[src/rtl/spi_slave.sv]
// ---------------------------------------------------------------------------
// spi_slave
//   SPI responder for an external SPI master (mode 0: CPOL=0, CPHA=0, MSB
//   first). All SPI pins are asynchronous and are oversampled in the single
//   `clock` domain. Words move to and from local logic through a one-deep
//   transmit holding buffer and a one-deep receive buffer.
//
// Parameters
//   WIDTH          bits per SPI word
//   IDLE_WORD      word shifted out when nothing is waiting in the holding
//                  buffer at word start
//
// Ports
//   clock          system clock, all state on its rising edge
//   reset          asynchronous active-high reset
//   sck            SPI clock from the master (asynchronous)
//   cs_n           SPI chip select, active low (asynchronous)
//   mosi           serial data from the master
//   miso           serial data to the master, 0 when not selected
//   miso_oe        output enable for the external miso tristate
//   tx_data        word to transmit
//   tx_load        write tx_data into the holding buffer when tx_ready=1
//   tx_ready       holding buffer empty
//   rx_data        last received word
//   rx_full        rx_data holds an unread word
//   rx_ack         host consumed rx_data, clears rx_full
//   overrun        sticky flag: a word arrived while rx_full=1
//   clear_overrun  clears overrun
//   busy           selected and mid-word (bit count != 0)
// ---------------------------------------------------------------------------
module spi_slave #(
  parameter int               WIDTH     = 8,
  parameter logic [WIDTH-1:0] IDLE_WORD = 8'hFF
) (
  input  logic             clock,
  input  logic             reset,
  input  logic             sck,
  input  logic             cs_n,
  input  logic             mosi,
  output logic             miso,
  output logic             miso_oe,
  input  logic [WIDTH-1:0] tx_data,
  input  logic             tx_load,
  output logic             tx_ready,
  output logic [WIDTH-1:0] rx_data,
  output logic             rx_full,
  input  logic             rx_ack,
  output logic             overrun,
  input  logic             clear_overrun,
  output logic             busy
);

  localparam int             CW   = $clog2(WIDTH + 1);
  localparam logic [CW-1:0]  LAST = CW'(WIDTH);

  typedef enum logic [1:0] {
    IDLE,
    SELECT,
    SHIFT
  } state_t;

  state_t           state;
  logic [2:0]       sck_sync;
  logic [2:0]       cs_sync;
  logic [1:0]       mosi_sync;
  logic [WIDTH-1:0] shift;
  logic [WIDTH-1:0] rx_shift;
  logic [WIDTH-1:0] tx_buf;
  logic [CW-1:0]    count;
  logic             word_done;

  logic sck_rise;
  logic sck_fall;
  logic cs_rise;
  logic cs_fall;
  logic mosi_bit;

  // Two flops resynchronise each pin; the third flop on sck and cs_n holds
  // the previous synced value so edges can be detected.
  always_ff @(posedge clock or posedge reset) begin
    if (reset) begin
      sck_sync  <= 3'b000;
      cs_sync   <= 3'b111;
      mosi_sync <= 2'b00;
    end else begin
      sck_sync  <= {sck_sync[1:0], sck};
      cs_sync   <= {cs_sync[1:0], cs_n};
      mosi_sync <= {mosi_sync[0], mosi};
    end
  end

  assign sck_rise = sck_sync[1] & ~sck_sync[2];
  assign sck_fall = ~sck_sync[1] & sck_sync[2];
  assign cs_fall  = ~cs_sync[1] & cs_sync[2];
  assign cs_rise  = cs_sync[1] & ~cs_sync[2];
  assign mosi_bit = mosi_sync[1];

  // Framing state machine together with the transmit/receive buffers.
  // word_done delays the hand-off of a completed word by one cycle so the
  // receive buffer sees the fully assembled rx_shift value.
  always_ff @(posedge clock or posedge reset) begin
    if (reset) begin
      state     <= IDLE;
      shift     <= '0;
      rx_shift  <= '0;
      tx_buf    <= '0;
      count     <= '0;
      word_done <= 1'b0;
      tx_ready  <= 1'b1;
      rx_data   <= '0;
      rx_full   <= 1'b0;
      overrun   <= 1'b0;
      miso_oe   <= 1'b0;
    end else begin
      word_done <= 1'b0;

      if (tx_load && tx_ready) begin
        tx_buf   <= tx_data;
        tx_ready <= 1'b0;
      end

      if (clear_overrun) begin
        overrun <= 1'b0;
      end

      // A new overrun is assigned after the clear so it takes priority.
      if (word_done) begin
        if (!rx_full) begin
          rx_data <= rx_shift;
          rx_full <= 1'b1;
        end else if (rx_ack) begin
          rx_data <= rx_shift;
        end else begin
          overrun <= 1'b1;
        end
      end else if (rx_ack) begin
        rx_full <= 1'b0;
      end

      case (state)
        IDLE: begin
          miso_oe <= 1'b0;
          count   <= '0;
          if (cs_fall) begin
            state <= SELECT;
          end
        end

        SELECT: begin
          if (!cs_rise) begin
            if (!tx_ready) begin
              shift    <= tx_buf;
              tx_ready <= 1'b1;
            end else begin
              shift <= IDLE_WORD;
            end
          end
          count   <= '0;
          miso_oe <= 1'b1;
          state   <= SHIFT;
        end

        SHIFT: begin
          if (sck_rise) begin
            rx_shift <= {rx_shift[WIDTH-2:0], mosi_bit};
            count    <= count + 1'b1;
            if (count == LAST - 1'b1) begin
              word_done <= 1'b1;
            end
          end else if (sck_fall && !cs_rise) begin
            // The falling edge after the last bit starts the next word
            // immediately, so consecutive words need no gap.
            if (count == LAST) begin
              if (!tx_ready) begin
                shift    <= tx_buf;
                tx_ready <= 1'b1;
              end else begin
                shift <= IDLE_WORD;
              end
              count <= '0;
            end else begin
              shift <= shift << 1;
            end
          end
        end

        default: begin
          state <= IDLE;
        end
      endcase

      // Deselect overrides everything above except a final-bit completion,
      // which was already flagged through word_done.
      if (cs_rise) begin
        state   <= IDLE;
        miso_oe <= 1'b0;
        count   <= '0;
      end
    end
  end

  assign miso = (state == SHIFT) && shift[WIDTH-1];
  assign busy = (state == SHIFT) && (count != '0);

endmodule
[config.mk]
export PLATFORM = sky130hd
export DESIGN_NAME = spi_slave
export DESIGN_NICKNAME = d
export VERILOG_FILES = /design/src/rtl/spi_slave.sv
export SDC_FILE = /design/constraint.sdc
export NUM_CORES = 1
export LEC_CHECK = 0
export CORE_ASPECT_RATIO = 2
export CORE_UTILIZATION = 55
export CTS_CLUSTER_SIZE = 28
export DETAILED_ROUTE_END_ITERATION = 10
export PLACE_DENSITY = 0.88
export SKIP_CTS_REPAIR_TIMING = 1
export SYNTH_ARGS = -nofsm -noshare
export SYNTH_HDL_FRONTEND = slang
export SYNTH_SLANG_ARGS = --single-unit
[constraint.sdc]
create_clock -name clock -period 4.2 [get_ports clock]
set_input_delay 1.05 -clock clock [delete_from_list [all_inputs] [get_ports clock]]
set_output_delay 1.05 -clock clock [all_outputs]
set_load 0.02 [all_outputs]
# Word-level counts from Yosys, hierarchy flattened

Cells that the tools add are included.

Flip-flop bits (word level): 51
Bits of input ports: 16
Output and inout bits: 14
Word-level logic and storage cells: 86

Add/subtract/negate cells: 1
Equality and inequality tests: 12
Multiplexer cells: 34
Bitwise logic cells: 8
Reductions and logical operators: 17

Operators with widths:

| kind                                                | count |
|---|---|
| 2-to-1 mux 8 bit                                    | 7 |
| 2-to-1 mux 1 bit                                    | 16 |
| 2-to-1 mux 4 bit                                    | 4 |
| case mux 8 bit (2 select lines)                     | 1 |
| inequality test 2 bit, second input constant        | 4 |
| inequality test 4 bit, second input constant        | 2 |
| case mux 4 bit (2 select lines)                     | 1 |
| case mux 2 bit (3 select lines)                     | 1 |
| AND reduction 2 bit                                 | 3 |
| nonzero test 3 bit                                  | 2 |
| adder 4 x 1 -> 4 bit, second input constant         | 1 |
| AND 1 bit                                           | 4 |
| equality test 4 x 3 -> 1 bit, second input constant | 1 |
| equality test 4 bit, second input constant          | 1 |
| logical AND 1 bit                                   | 4 |
| 2-to-1 mux 2 bit                                    | 2 |
| inverter 1 bit                                      | 4 |
| case mux 1 bit (2 select lines)                     | 2 |
| AND reduction 4 bit                                 | 1 |
| nonzero test 2 bit                                  | 2 |
| nonzero test 4 bit                                  | 1 |
| inequality test 3 bit, second input constant        | 1 |
| AND reduction 3 bit                                 | 1 |
| equality test 2 x 1 -> 1 bit, second input constant | 1 |
| 5 further kinds                                     | 5 |

# Logic depth before layout (Yosys ltp)

Depth after elaboration: 8
Depth in mapped cells: 7
Depth with buffers taken out: 6

# Least setup slack after synthesis

No wires, ideal clock.

Path kind: reg2out
From: register state[0]
To: output port busy
Data arrival time: 1.121 ns
Required time: 3.150 ns
Path slack: 2.029 ns
Stages on the path, launching flop included: 5
Buffers on the path: 1
Cells stage by stage: dfrtp_1 inv_1 ha_1 buf_4 o31a_1

Longest elaborated chain between the ends: 2

Ends and longest elaborated chain:

| what                     | RTL line | RTL |
|---|---|---|
| start: declaration       | 62       | `state_t state;` |
| start signal: assignment | 103      | `state <= IDLE;` |
| start signal: assignment | 145      | `state <= SELECT;` |
| start signal: assignment | 160      | `state <= SHIFT;` |
| equality test 2 bit      | 203      | `assign busy = (state == SHIFT) && (count != '0);` |
| logical AND 1 bit        | 203      |  |
| end: declaration         | 50       | `output logic busy` |

No other way between the ends.

# Worst setup path after layout

Same ends and word-level chain as after synthesis.

==> results.py <==
metrics = {
    "status": {
        "outcome": "finished, final reports clean",
    },
    "pwr": {
        "clkPwrFrac_pct": 23.0,
        "internal_power_mw": 1.00,
        "power.leakage_nw": 1.20,
        "p_sw_mw": 0.490,
        "peakVddDrop_mv": 0.347,
        "powerDensity_nw_per_um2": 570,
        "switching_share_pct": 32.8,
        "seq_power_share_pct": 46.2,
        "power.share.combinational_pct": 30.8,
    },
    "floorplan": {
        "row_count": 32,
        "core_sq_um": 3840,
        "dieHeight_microns": 91.2,
        "ios": 30,
        "dieArea_sq_um": 4250,
        "die_w_microns": 46.6,
        "initial_utilization_pct": 56.9,
    },
    "placement": {
        "hpwlAfterDp_microns": 2640,
        "gp_congestion": 0.774,
        "placed_cells": 255,
        "io_buffers": 29,
    },
    "finish": {
        "synthToLayoutAreaGrowth_pct": 19.9,
        "drive_gt1_share_pct": 20.8,
        "antenna_cells": 0,
        "instances_no_fill": 263,
        "finalNetCount": 233,
    },
    "drt": {
        "wl_microns": 3630,
        "ant_nets": 0,
        "drt_pass1_iterations": 4,
        "vias": 1430,
        "drc": 0,
        "viasPerCell": 5.44,
        "first_iter_violations": 16,
        "routedWlPerCell_microns": 13.8,
    },
    "worst_setup_path": {
        "start_kind": "register",
        "required_ns": 3.15,
        "endpoint_kind": "output pin",
        "worst_ep_arrival_time_ns": 2.10,
        "worst-path-max-fanout": 14,
        "path_class": "register to output pin",
    },
    "timing": {
        "fmax_ghz": 0.317,
        "fin_crit_ns": 3.15,
        "tightest_slew_ns": 1.01,
        "final_max_slew_viol_count": 0,
        "fin_crit_sh_pct": 75.1,
        "tns_ns": 0,
        "hold_viol": 0,
        "fin_worst_skew_ns": 0.00881,
        "grt_setup_unrepaired": "false",
        "holdWs_ns": 0.359,
        "setup_viol": 0,
        "max-slew-margin-rel_pct": 32.5,
    },
    "clock_tree": {
        "clk_latency_ns": 0.31,
        "clkSlewWorstSetupHoldPaths_ns": 0.08,
        "cts_sinks": 51,
        "h-tree-depth": 2,
        "cts_tree": "done",
        "clock_path_buffers": 2,
        "cts-buffers-inserted": 5,
        "cts-root-buf": "clkbuf_8",
    },
    "synthesis": {
        "synth.largest_area_cell": "dfrtp_1",
        "synth_top_area_share_pct": 53.8,
        "synth_cell_types": 35,
        "ys_seq_elements": 51,
        "yosys_warnings": 0,
        "synth_fp_nets": 201,
        "seq_area_frac_synth_pct": 58.6,
        "syn-mean-instance-area_sq_um": 12.2,
        "synth.area.top_cells": "dfrtp_1, mux2_2, dfstp_2",
        "postSynthCellCount": 179,
        "syn_area_sq_um": 2190,
    },
    "global_route": {
        "grt_pass1_wl_microns": 6290,
        "grt_usage_pct": 20.6,
        "antenna_found_initial": 0,
        "overflow": 0,
        "grt_max_degree": 52,
        "grt_pass1_vias": 1520,
    },
    "run": {
        "cap_violations": 0,
    },
    "worst_hold_path": {
        "min_path_type": "register to register",
    },
}
[critical path, cell delays in order (launching register included)]
cell	delay, ns
dfrtp_1	0.41
inv_1	0.10
ha_1	0.48
o31a_1	0.22
clkdlybuf4s50_1	0.60
[sequential cells by signal, indices dropped and copies added (netlist names)]
signal and cells:
word_done 1, mosi_sync 2, overrun 1, tx_ready 1
count 4, rx_shift 8, cs_sync 3, rx_full 1
state 2, miso_oe 1, shift 8, rx_data 8
tx_buf 8, sck_sync 3
[synth_stat cells, drive strengths merged]
| cell type | number |
|---|---|
| nand4b | 1 |
| a21o | 2 |
| o21ai | 19 |
| nand3 | 1 |
| o31ai | 2 |
| ha | 6 |
| nor3 | 9 |
| and2 | 2 |
| a2bb2o | 1 |
| a2bb2oi | 1 |
| o22ai | 3 |
| nand3b | 1 |
| a32o | 1 |
| buf | 4 |
| o31a | 1 |
| nor4 | 1 |
| nor2 | 6 |
| a21oi | 3 |
| nand2b | 5 |
| a221oi | 1 |
| dfstp | 4 |
| a41oi | 1 |
| nor2b | 1 |
| mux2 | 24 |
| a22oi | 2 |
| dfrtp | 47 |
| inv | 10 |
| nand2 | 18 |
| and2b | 2 |
[stage by stage]
stage / instance area [sq um] / util, % / power, mW / setup WS (ns)
floorplan: 2190 / - / 1.05 / 1.93
global placement: 2500 / 65.2 / 1.13 / 1.41
detailed placement: 2500 / 65.2 / 1.16 / 1.37
CTS: 2620 / 68.2 / 1.51 / 1.02
global route: 2620 / 68.2 / 1.60 / 0.895
finish: 2620 / 68.2 / 1.49 / 1.05
[cell families after synthesis]
logic type | synth area share [%]
simple gates | 10.9
mux | 12.4
buf+inv | 3.32
compound gates | 11.3
fa+ha+maj | 3.43
flops | 58.6
[power by group through the flow]
stage	clock, mW	sequential [mW]	combinational [mW]
6_report	0.344	0.691	0.460
5_1_grt	0.372	0.706	0.522
4_1_cts	0.354	0.691	0.466
3_5_place_dp	0	0.701	0.457
3_3_place_gp	0	0.692	0.442
2_1_floorplan	0	0.680	0.368
[layer usage]
metal	vias to the layer above	GRT usage (%)	routed length [microns]
met5	-	0	0
met4	0	12.3	81
met3	6	4.17	75
met2	23	34.7	2070
met1	711	21.5	1400
li1	690	-	-
[cells in the final DEF (no fill, tap or decap), drive strengths merged, types with 4 or more instances in the layout]
master,synthesis,routed
o21ai,19,19
ha,6,6
nor3,9,9
clkbuf,0,5
dfrtp,47,47
dfstp,4,4
nand2,18,18
mux2,24,24
nand2b,5,5
clkdlybuf4s50,0,29
inv,10,11
nor2,6,6
[final timing paths]
path	cells after the start	slack [ns]	start	endpoint
hold / removal	0	0.36	cs_sync[0]$_DFF_PP1_	cs_sync[1]$_DFF_PP1_
min in group asynchronous	2	1.32	reset	mosi_sync[1]$_DFF_PP0_
hold reg to reg	0	0.36	cs_sync[0]$_DFF_PP1_	cs_sync[1]$_DFF_PP1_
setup reg to reg	4	2.38	cs_sync[1]$_DFF_PP1_	shift[0]$_DFFE_PP0P_
setup / recovery	4	1.05	state[0]$_DFFE_PP0P_	busy
max in group asynchronous	2	2.26	reset	state[1]$_DFFE_PP0P_
[final cells by class]
type                            instances  area [sq um]
Clock buffer                            5          68.8
Clock inverter                          3          47.5
Fill cell                             292          1220
Inverter                               10          37.5
Multi-Input combinational cell        114           832
Sequential cell                        51          1280
Tap cell                               51          63.8
Timing Repair Buffer                   29           290
No activity file was read; power rests on OpenSTA's default activity.
